[src/rtl/gambit_memq_pkg.sv]
// Shared types for the gambit_memq request queue.
// Address, data and tag widths are set here; the queue entry and the
// top-level port widths follow them.
package gambit_memq_pkg;

    localparam int AMSB = 31;   // address MSB (matches agen ma output)
    localparam int DBW  = 52;   // data bus width
    localparam int IDW  = 4;    // request tag width

    typedef enum logic {
        IDLE = 1'b0,
        BUS  = 1'b1
    } memq_state_t;

    typedef struct packed {
        logic            store;
        logic [AMSB:0]   adr;
        logic [DBW-1:0]  dat;
        logic [IDW-1:0]  id;
    } memq_entry_t;

endpackage

[src/rtl/gambit_memq_fifo.sv]
// In-order entry storage for gambit_memq.
// The head is read combinationally so the sequencer can launch a bus
// cycle on the edge after a push into an empty queue. A flush drops
// everything except the head when that head is on the bus.
module gambit_memq_fifo
    import gambit_memq_pkg::*;
#(
    parameter int QDEP = 4
) (
    input  logic        clk_i,
    input  logic        rst_i,
    input  logic        push_i,
    input  memq_entry_t wdata_i,
    input  logic        pop_i,
    input  logic        flush_i,
    input  logic        keep_head_i,
    output memq_entry_t head_o,
    output logic        full_o,
    output logic        empty_o
);

    localparam int PW = (QDEP > 1) ? $clog2(QDEP) : 1;
    localparam int CW = PW + 1;

    memq_entry_t    r_mem [QDEP];
    logic [PW-1:0]  r_wptr;
    logic [PW-1:0]  r_rptr;
    logic [CW-1:0]  r_count;

    assign head_o  = r_mem[r_rptr];
    assign full_o  = (r_count == CW'(QDEP));
    assign empty_o = (r_count == '0);

    // Entry storage write; no reset needed on the data itself
    always_ff @(posedge clk_i) begin
        if (push_i) begin
            r_mem[r_wptr] <= wdata_i;
        end
    end

    // Pointer and occupancy tracking; pointers wrap modulo QDEP (power of two)
    always_ff @(posedge clk_i or posedge rst_i) begin
        if (rst_i) begin
            r_wptr  <= '0;
            r_rptr  <= '0;
            r_count <= '0;
        end else if (flush_i) begin
            if (keep_head_i && !pop_i) begin
                // in-flight head survives; it completes later and is popped then
                r_wptr  <= r_rptr + PW'(1);
                r_count <= CW'(1);
            end else if (keep_head_i && pop_i) begin
                // head completes on the same edge as the flush: queue empties
                r_rptr  <= r_rptr + PW'(1);
                r_wptr  <= r_rptr + PW'(1);
                r_count <= '0;
            end else begin
                r_wptr  <= r_rptr;
                r_count <= '0;
            end
        end else begin
            if (push_i) begin
                r_wptr <= r_wptr + PW'(1);
            end
            if (pop_i) begin
                r_rptr <= r_rptr + PW'(1);
            end
            if (push_i && !pop_i) begin
                r_count <= r_count + CW'(1);
            end else if (pop_i && !push_i) begin
                r_count <= r_count - CW'(1);
            end
        end
    end

endmodule

[src/rtl/gambit_memq.sv]
// Memory request queue and single-outstanding bus sequencer.
// Buffers requests from the address generator, runs one Wishbone-style
// cycle per request in order, and reports tagged completions.
// Optional build macro: GAMBIT_MEMQ_TIMEOUT_EN adds a bus timeout of
// TOCNT cycles that terminates a stuck cycle as an error.
module gambit_memq
    import gambit_memq_pkg::*;
#(
    parameter int QDEP  = 4,
    parameter int TOCNT = 255
) (
    input  logic            rst_i,
    input  logic            clk_i,
    input  logic            req_i,
    output logic            req_rdy_o,
    input  logic            req_store_i,
    input  logic [AMSB:0]   req_adr_i,
    input  logic [DBW-1:0]  req_dat_i,
    input  logic [IDW-1:0]  req_id_i,
    input  logic            flush_i,
    output logic            done_o,
    output logic [IDW-1:0]  done_id_o,
    output logic [DBW-1:0]  done_dat_o,
    output logic            done_err_o,
    output logic            cyc_o,
    output logic            stb_o,
    output logic            we_o,
    output logic [AMSB:0]   adr_o,
    output logic [DBW-1:0]  dat_o,
    input  logic            ack_i,
    input  logic            err_i,
    input  logic [DBW-1:0]  dat_i
);

    memq_state_t r_state;
    logic        r_flushed;     // in-flight cycle belongs to a flushed stream

    memq_entry_t w_entry;
    memq_entry_t w_head;
    logic        w_full;
    logic        w_empty;
    logic        w_push;
    logic        w_pop;
    logic        w_timeout;
    logic        w_term;
    logic        w_err;

    assign req_rdy_o = !w_full && !flush_i;
    assign w_push    = req_i && req_rdy_o;

    assign w_entry.store = req_store_i;
    assign w_entry.adr   = req_adr_i;
    assign w_entry.dat   = req_store_i ? req_dat_i : '0;
    assign w_entry.id    = req_id_i;

`ifdef GAMBIT_MEMQ_TIMEOUT_EN
    localparam int TW = ($clog2(TOCNT + 1) > 8) ? $clog2(TOCNT + 1) : 8;
    logic [TW-1:0] r_tocnt;

    // Cycles spent in BUS; cleared while idle so it starts at zero on entry
    always_ff @(posedge clk_i or posedge rst_i) begin
        if (rst_i) begin
            r_tocnt <= '0;
        end else if (r_state == IDLE) begin
            r_tocnt <= '0;
        end else begin
            r_tocnt <= r_tocnt + TW'(1);
        end
    end

    // Fires on the TOCNT-th edge spent in BUS
    assign w_timeout = (r_state == BUS) && (r_tocnt == TW'(TOCNT - 1));
`else
    // Feature compiled out; TOCNT stays in the parameter list so both builds share one interface
    assign w_timeout = 1'b0 && (TOCNT > 0);
`endif

    // A real ack beats a timeout landing on the same edge; err_i beats ack_i
    assign w_term = ack_i || err_i || w_timeout;
    assign w_err  = err_i || (w_timeout && !ack_i);
    assign w_pop  = (r_state == BUS) && w_term;

    gambit_memq_fifo #(
        .QDEP (QDEP)
    ) u_fifo (
        .clk_i       (clk_i),
        .rst_i       (rst_i),
        .push_i      (w_push),
        .wdata_i     (w_entry),
        .pop_i       (w_pop),
        .flush_i     (flush_i),
        .keep_head_i (r_state == BUS),
        .head_o      (w_head),
        .full_o      (w_full),
        .empty_o     (w_empty)
    );

    // Sequencer: launches one bus cycle per head entry and registers the completion
    always_ff @(posedge clk_i or posedge rst_i) begin
        if (rst_i) begin
            r_state    <= IDLE;
            r_flushed  <= 1'b0;
            cyc_o      <= 1'b0;
            stb_o      <= 1'b0;
            we_o       <= 1'b0;
            adr_o      <= '0;
            dat_o      <= '0;
            done_o     <= 1'b0;
            done_id_o  <= '0;
            done_dat_o <= '0;
            done_err_o <= 1'b0;
        end else begin
            done_o     <= 1'b0;
            done_id_o  <= '0;
            done_dat_o <= '0;
            done_err_o <= 1'b0;
            case (r_state)
                IDLE: begin
                    if (!w_empty && !flush_i) begin
                        cyc_o     <= 1'b1;
                        stb_o     <= 1'b1;
                        we_o      <= w_head.store;
                        adr_o     <= w_head.adr;
                        dat_o     <= w_head.store ? w_head.dat : '0;
                        r_flushed <= 1'b0;
                        r_state   <= BUS;
                    end
                end
                BUS: begin
                    if (w_term) begin
                        cyc_o     <= 1'b0;
                        stb_o     <= 1'b0;
                        we_o      <= 1'b0;
                        adr_o     <= '0;
                        dat_o     <= '0;
                        r_flushed <= 1'b0;
                        r_state   <= IDLE;
                        if (!(r_flushed || flush_i)) begin
                            done_o     <= 1'b1;
                            done_id_o  <= w_head.id;
                            done_err_o <= w_err;
                            done_dat_o <= (!w_head.store && !w_err) ? dat_i : '0;
                        end
                    end else if (flush_i) begin
                        r_flushed <= 1'b1;
                    end
                end
                default: r_state <= IDLE;
            endcase
        end
    end

endmodule

[config.mk]
export PLATFORM = sky130hd
export DESIGN_NAME = gambit_memq
export DESIGN_NICKNAME = d
export VERILOG_FILES = /design/src/rtl/gambit_memq_pkg.sv /design/src/rtl/gambit_memq_fifo.sv /design/src/rtl/gambit_memq.sv
export SDC_FILE = /design/constraint.sdc
export NUM_CORES = 1
export LEC_CHECK = 0
export ABC_AREA = 1
export BUFFER_PORTS_ARGS = -buffer_cell sky130_fd_sc_hd__buf_2
export CORE_MARGIN = 4
export CORE_UTILIZATION = 55
export DETAILED_ROUTE_END_ITERATION = 7
export GPL_ROUTABILITY_DRIVEN = 0
export PLACE_DENSITY_LB_ADDON = 0.25
export SETUP_SLACK_MARGIN = 0.4
export SYNTH_ARGS = -nofsm -noshare
export SYNTH_HDL_FRONTEND = slang
export SYNTH_SLANG_ARGS = --single-unit
[constraint.sdc]
create_clock -name clk_i -period 6.15 [get_ports clk_i]
set_input_delay 0.9225 -clock clk_i [delete_from_list [all_inputs] [get_ports clk_i]]
set_output_delay 0.9225 -clock clk_i [all_outputs]
set_load 0.03 [all_outputs]
==> results.cfg, run 1 <==
[synthesis]
yosysUniqueCellTypes = 32
ys_seq_area_share_pct = 73.2
yosys_warnings = 0
synth_top_area_share_pct = 53.9
synth_seq_cells = 509
avgSynthCellArea_sq_um = 11.9
yosys.area.top_type = edfxtp_1
syn_nets = 1815
synth_area_sq_um = 19800
ys_top_cells_by_area = edfxtp_1, dfrtp_1, nand2_1, nand3_1, nor2_1
synthCells = 1663

[drt]
antenna_left = 0
num_vias = 13000
drt_iter0_markers = 891
wl_per_cell_um = 18.4
drc = 0
via_per_inst = 5.34
routed_wl_um = 44700
drt-pass1-iter-count = 5

[sta]
finalSetupTns_ps = 0
report.final.slew_viol_count = 0
max-slew-margin-rel_pct = 21.8
hold_viol = 0
fin_ws_ps = 2380
worstMarginPinSlew_ps = 1170
clock-skew-final_ps = 14.2
fmax_mhz = 265
rsz0062_at_grt = false
period_minus_slack_ps = 3770
finalSetupViolCount = 0
fin_crit_sh_pct = 61.3

[min_path]
hp-class = input pin to async pin

[global_route]
grt_pass1_wl_um = 69100
gr-total-overflow = 0
grt_pass1_vias = 12500
grt_usage_pct = 22.5
grt_max_degree = 111
antenna_found_initial = 5

[place]
place.detailed.hpwl_um = 26200
pre_cts_ws_ps = 1820
portBuffers = 292

[setup_path]
critPathLaunchType = input pin
r2r_start = r_state$_DFF_PP0_
slowest_delay_ps = 990
path_class = input pin to flip-flop
cp_max_fo = 88
crit_path_cell_trace = buf_2 -> inv_1 -> nand3_4 -> inv_2 -> nand2_4 -> o21ai_0
cp.arrival_ps = 4220
endpoint_kind = flip-flop
startpoint = flush_i
cp_slowest_cell = inv_2
required_ps = 6600

[cells_and_area]
fin_nets = 2072
area_growth_pct = 16.6
multi_input_area_sq_um = 4530
layout-drive-gt1-share_pct = 23.2
num-fill-cells = 2677
regArea_sq_um = 14500

[die]
rows = 69
pin_count = 293
initial_core_util_pct = 55.8
die-area_sq_um = 39200
die_h_um = 198
chipWidth_um = 198
coreArea_sq_um = 35600

[clocking]
tritoncts = yes
h-tree-depth = 2
clk_pin_slew_ps = 60
postCtsSetupBuffers = 0
cts_root_buf = clkbuf_16
clkLatencyLatePin_ps = 560
clk_path_buf_depth = 3
ctsHoldBuffers = 0
numCtsBuffers = 50
cts_resized = 0
clkSinkCount = 509

[power]
powerDensity_nw_per_um2 = 453
power_w = 0.0105
peakVddDrop_uv = 270
p_leak_nw = 10.0

[run]
maxCapViolCount = 0

[status]
status = complete, no violations
## layer usage
layer | vias up | routed length [um] | track usage [%]
li1 | 6192 | - | -
met1 | 6233 | 18600 | 31.1
met2 | 466 | 21700 | 36.6
met3 | 77 | 3260 | 4.05
met4 | 2 | 1180 | 7.65
met5 | - | 13 | 0
## state kept, by name, indices dropped and copies added (netlist names)
name / flops
u_fifo.r_count: 3
dat_o: 52
done_id_o: 4
done_o: 1
r_flushed: 1
u_fifo.r_rptr: 2
we_o: 1
u_fifo.r_mem: 356
r_state: 1
u_fifo.r_wptr: 2
adr_o: 32
stb_o: 1
done_err_o: 1
done_dat_o: 52
## Yosys cell counts
cell type    n
inv_4        1
ha_1         4
nand2_4      1
buf_2       46
buf_1        6
a211oi_1     1
o21ai_2     51
nand3_2      3
o21bai_1     1
inv_2        6
o22ai_1     32
o21ai_1      3
buf_6        8
a21oi_1      6
clkbuf_1    28
nand2_1    448
xnor2_1      2
xor2_1       1
nand2_2      1
a2bb2oi_1    1
dfrtp_1    153
nand3_1    191
nand4_1      2
nor2_4       1
nand3b_1     1
buf_4       15
nor2_1     144
inv_1       65
o21ai_0     83
edfxtp_1   356
fa_1         1
nor3_1       1
## worst paths after layout
check,endpoint,slack (ps),cells after the start
hold reg to reg,stb_o$_DFFE_PP0P_,500,2
setup / recovery,dat_o[49]$_DFFE_PP0P_,2380,6
min in group clk_i,stb_o$_DFFE_PP0P_,500,2
setup reg to reg,dat_o[49]$_DFFE_PP0P_,2510,5
hold / removal,done_dat_o[14]$_DFF_PP0_,300,2
max in group asynchronous,u_fifo.r_rptr[0]$_DFFE_PP0P_,4650,3
## report_power, final
group	switching (W)	internal [W]	total, W
Clock	0.00124	0.00173	0.00296
Combinational	0.00227	0.000827	0.00310
Sequential	0.000250	0.00417	0.00442
## critical path: cells and delay by family
family	cells	cell delay [ps]
AND/OR/NAND/NOR	2	1490
buffers and inverters	3	1360
AO/OA/AOI/OAI	1	400
## cells by family (layout without fill, tap and decap cells)
kind of cell               count (synthesis)  after routing  share of synthesized area [%]
buffers and inverters                    175            474                           4.20
AOI/OAI and AO/OA                        178            178                           5.70
xor gates and xnor gates                   3              3                          0.132
DFF                                      509            509                           73.2
adders and majority gates                  5              5                          0.353
other                                      0              4                              0
and+or+nand+nor                          793            793                           16.4
## metrics by stage
step,hold slack (ps),util [%],instances,area (sq um)
global placement,475,60.4,2329,21500
floorplan,500,-,1663,19800
global route,288,65.0,2427,23100
finish,298,65.0,2427,23100
CTS,274,65.0,2423,23100
detailed placement,486,60.4,2329,21500
## area by class of cell
cell class | instances | area share, %
sequential | 509 | 62.8
timing repair buffer | 308 | 6.84
clock inverter | 27 | 0.958
antenna | 4 | 0.0433
multi-input combinational | 979 | 19.6
inverter | 72 | 1.22
clock buffer | 67 | 6.05
tap | 461 | 2.49
## layout by cell type (no fill, tap or decap), types with 2 or more instances in the layout
cell        instances
a21oi_1             6
buf_2             292
buf_4              16
bufinv_16           3
clkbuf_1           12
clkbuf_16          53
clkbuf_8            2
clkinv_1            6
clkinv_2           10
clkinv_4            2
clkinvlp_2          3
clkinvlp_4          3
dfrtp_1           151
dfrtp_4             2
diode_2             4
edfxtp_1          356
ha_1                4
inv_1              64
inv_2               5
inv_6               3
nand2_1           448
nand2_4             2
nand3_1           191
nand3_2             2
nand4_1             2
nor2_1            140
nor2_4              5
o21ai_0            83
o21ai_1             3
o21ai_2            51
o22ai_1            32
xnor2_1             2
(Power assumes the default switching activity.)
==> run 2, diff against run 1 <==
Settings changed: CORE_UTILIZATION 55 to 51.
Clock period 6.15 ns to 3.25 ns, I/O delays scaled along.
==> run 2 against run 1 <==
  * Combinational power is 91% higher
  * Count of clock-buffer cells in the layout rose by 5
  * Design area up 1.2%
  * Die area rose by 7.5%
  * Non-clock buffer count increased by 10
  * Register-to-register slack got worse by 1400 ps
  * Largest power group unchanged
  * Highest routed layer unchanged
==> results.cfg, run 2 (synthesis gave the netlist of run 1 again) <==
[status]
status = complete, no violations

[power]
power_w = 0.0201
peakVddDrop_uv = 478
powerDensity_nw_per_um2 = 859
p_leak_nw = 10.1

[setup_path]
required_ps = 3730
cp.arrival_ps = 2660
cp_max_fo = 49
critPathLaunchType = flip-flop
endpoint_kind = flip-flop
path_class = flip-flop to flip-flop

[sta]
worstMarginPinSlew_ps = 934
finalSetupViolCount = 0
clock-skew-final_ps = 12.7
max-slew-margin-rel_pct = 37.8
period_minus_slack_ps = 2180
finalSetupTns_ps = 0
whs_ps = 145
report.final.slew_viol_count = 0
fin_crit_sh_pct = 67.2
hold_viol = 0
fmax_mhz = 458
rsz0062_at_grt = false

[cells_and_area]
largest_register = u_fifo.r_mem
num-fill-cells = 2976
most-common-layout-cells = nand2_1, edfxtp_1, buf_2, nand3_1, dfrtp_1
layout_commonest_cell = nand2_1
final_area_sq_um = 23400
regArea_sq_um = 14500
largest_reg_flops = 356
fin_nets = 2083
area_growth_pct = 18.0
layout-drive-gt1-share_pct = 23.3
multi_input_area_sq_um = 4530
top_regs = u_fifo.r_mem (356), dat_o (52), done_dat_o (52)

[global_route]
grt_max_degree = 179
antenna_found_initial = 3
grt_pass1_vias = 12700
grt_pass1_wl_um = 72200
grt_usage_pct = 21.9
gr-total-overflow = 0

[drt]
via_per_inst = 5.29
antenna_left = 0
drt-pass1-iter-count = 5
drc = 0
num_vias = 13100
drt_iter0_markers = 967
routed_wl_um = 46900
wl_per_cell_um = 18.9

[die]
rows = 71
die-area_sq_um = 42100
coreArea_sq_um = 38000
chipWidth_um = 205
initial_core_util_pct = 52.2
pin_count = 293
die_h_um = 205

[clocking]
h-tree-depth = 2
cts_root_buf = clkbuf_16
clk_pin_slew_ps = 60
postCtsSetupBuffers = 0
clkLatencyLatePin_ps = 560
ctsHoldBuffers = 0
tritoncts = yes
cts_resized = 0
clk_path_buf_depth = 3
numCtsBuffers = 51
clkSinkCount = 509

[min_path]
hp-class = input pin to flip-flop

[place]
placed_area_sq_um = 21800
place.detailed.hpwl_um = 26400
portBuffers = 292

[run]
maxCapViolCount = 0
## run 2: worst paths after layout
kind	start	to	slack (ps)	depth (start not counted)
worst max-delay path	u_fifo.r_rptr[0]$_DFFE_PP0P_	done_dat_o[41]$_DFF_PP0_	1070	5
worst min-delay path	req_id_i[3]	u_fifo.r_mem[1][3]$_DFFE_PP_	140	1
worst max register to register	u_fifo.r_rptr[0]$_DFFE_PP0P_	done_dat_o[41]$_DFF_PP0_	1070	5
worst min register to register	stb_o$_DFFE_PP0P_	stb_o$_DFFE_PP0P_	500	2
max in group asynchronous	rst_i	u_fifo.r_rptr[0]$_DFFE_PP0P_	2280	3
min in group asynchronous	rst_i	done_dat_o[8]$_DFF_PP0_	170	3
## run 2: cell type report
class	instances	area share, %
tap	511	2.73
sequential	509	62.0
multi-input combinational	979	19.4
timing repair buffer	318	7.61
clock inverter	22	0.999
inverter	72	1.20
clock buffer	72	6.05
antenna	1	0.0107
## run 2: power by group
| part | total (W) | switching [W] | internal [W] | leakage [nW] |
|---|---|---|---|---|
| clock network | 0.00575 | 0.00232 | 0.00343 | 0.808 |
| logic | 0.00593 | 0.00424 | 0.00168 | 4.01 |
| registers | 0.00844 | 0.000546 | 0.00789 | 5.32 |
## run 2: through the flow
stage / cells / setup slack (ps) / util (%)
floorplan: 1663 / -344 / -
global placement: 2389 / 990 / 57.2
detailed placement: 2389 / 908 / 57.2
CTS: 2483 / 1060 / 61.6
global route: 2484 / 884 / 61.6
finish: 2484 / 1070 / 61.6
## run 2: critical path, cell delays in order, from the launching register on
cell and delay, ps:
dfrtp_4 790, inv_6 70, o21ai_2 190, nand3_2 530, buf_4 400, nor2_1 110
## run 2: metal layers
metal / share of wire (%) / GRT usage (%) / wire, um / vias up
met5: 0.049 / 0 / 23 / -
met4: 2.2 / 6.36 / 1020 / 4
met3: 7.5 / 4.13 / 3530 / 77
met2: 49 / 37.1 / 23000 / 478
met1: 41 / 29.3 / 19200 / 6390
li1: - / - / - / 6191
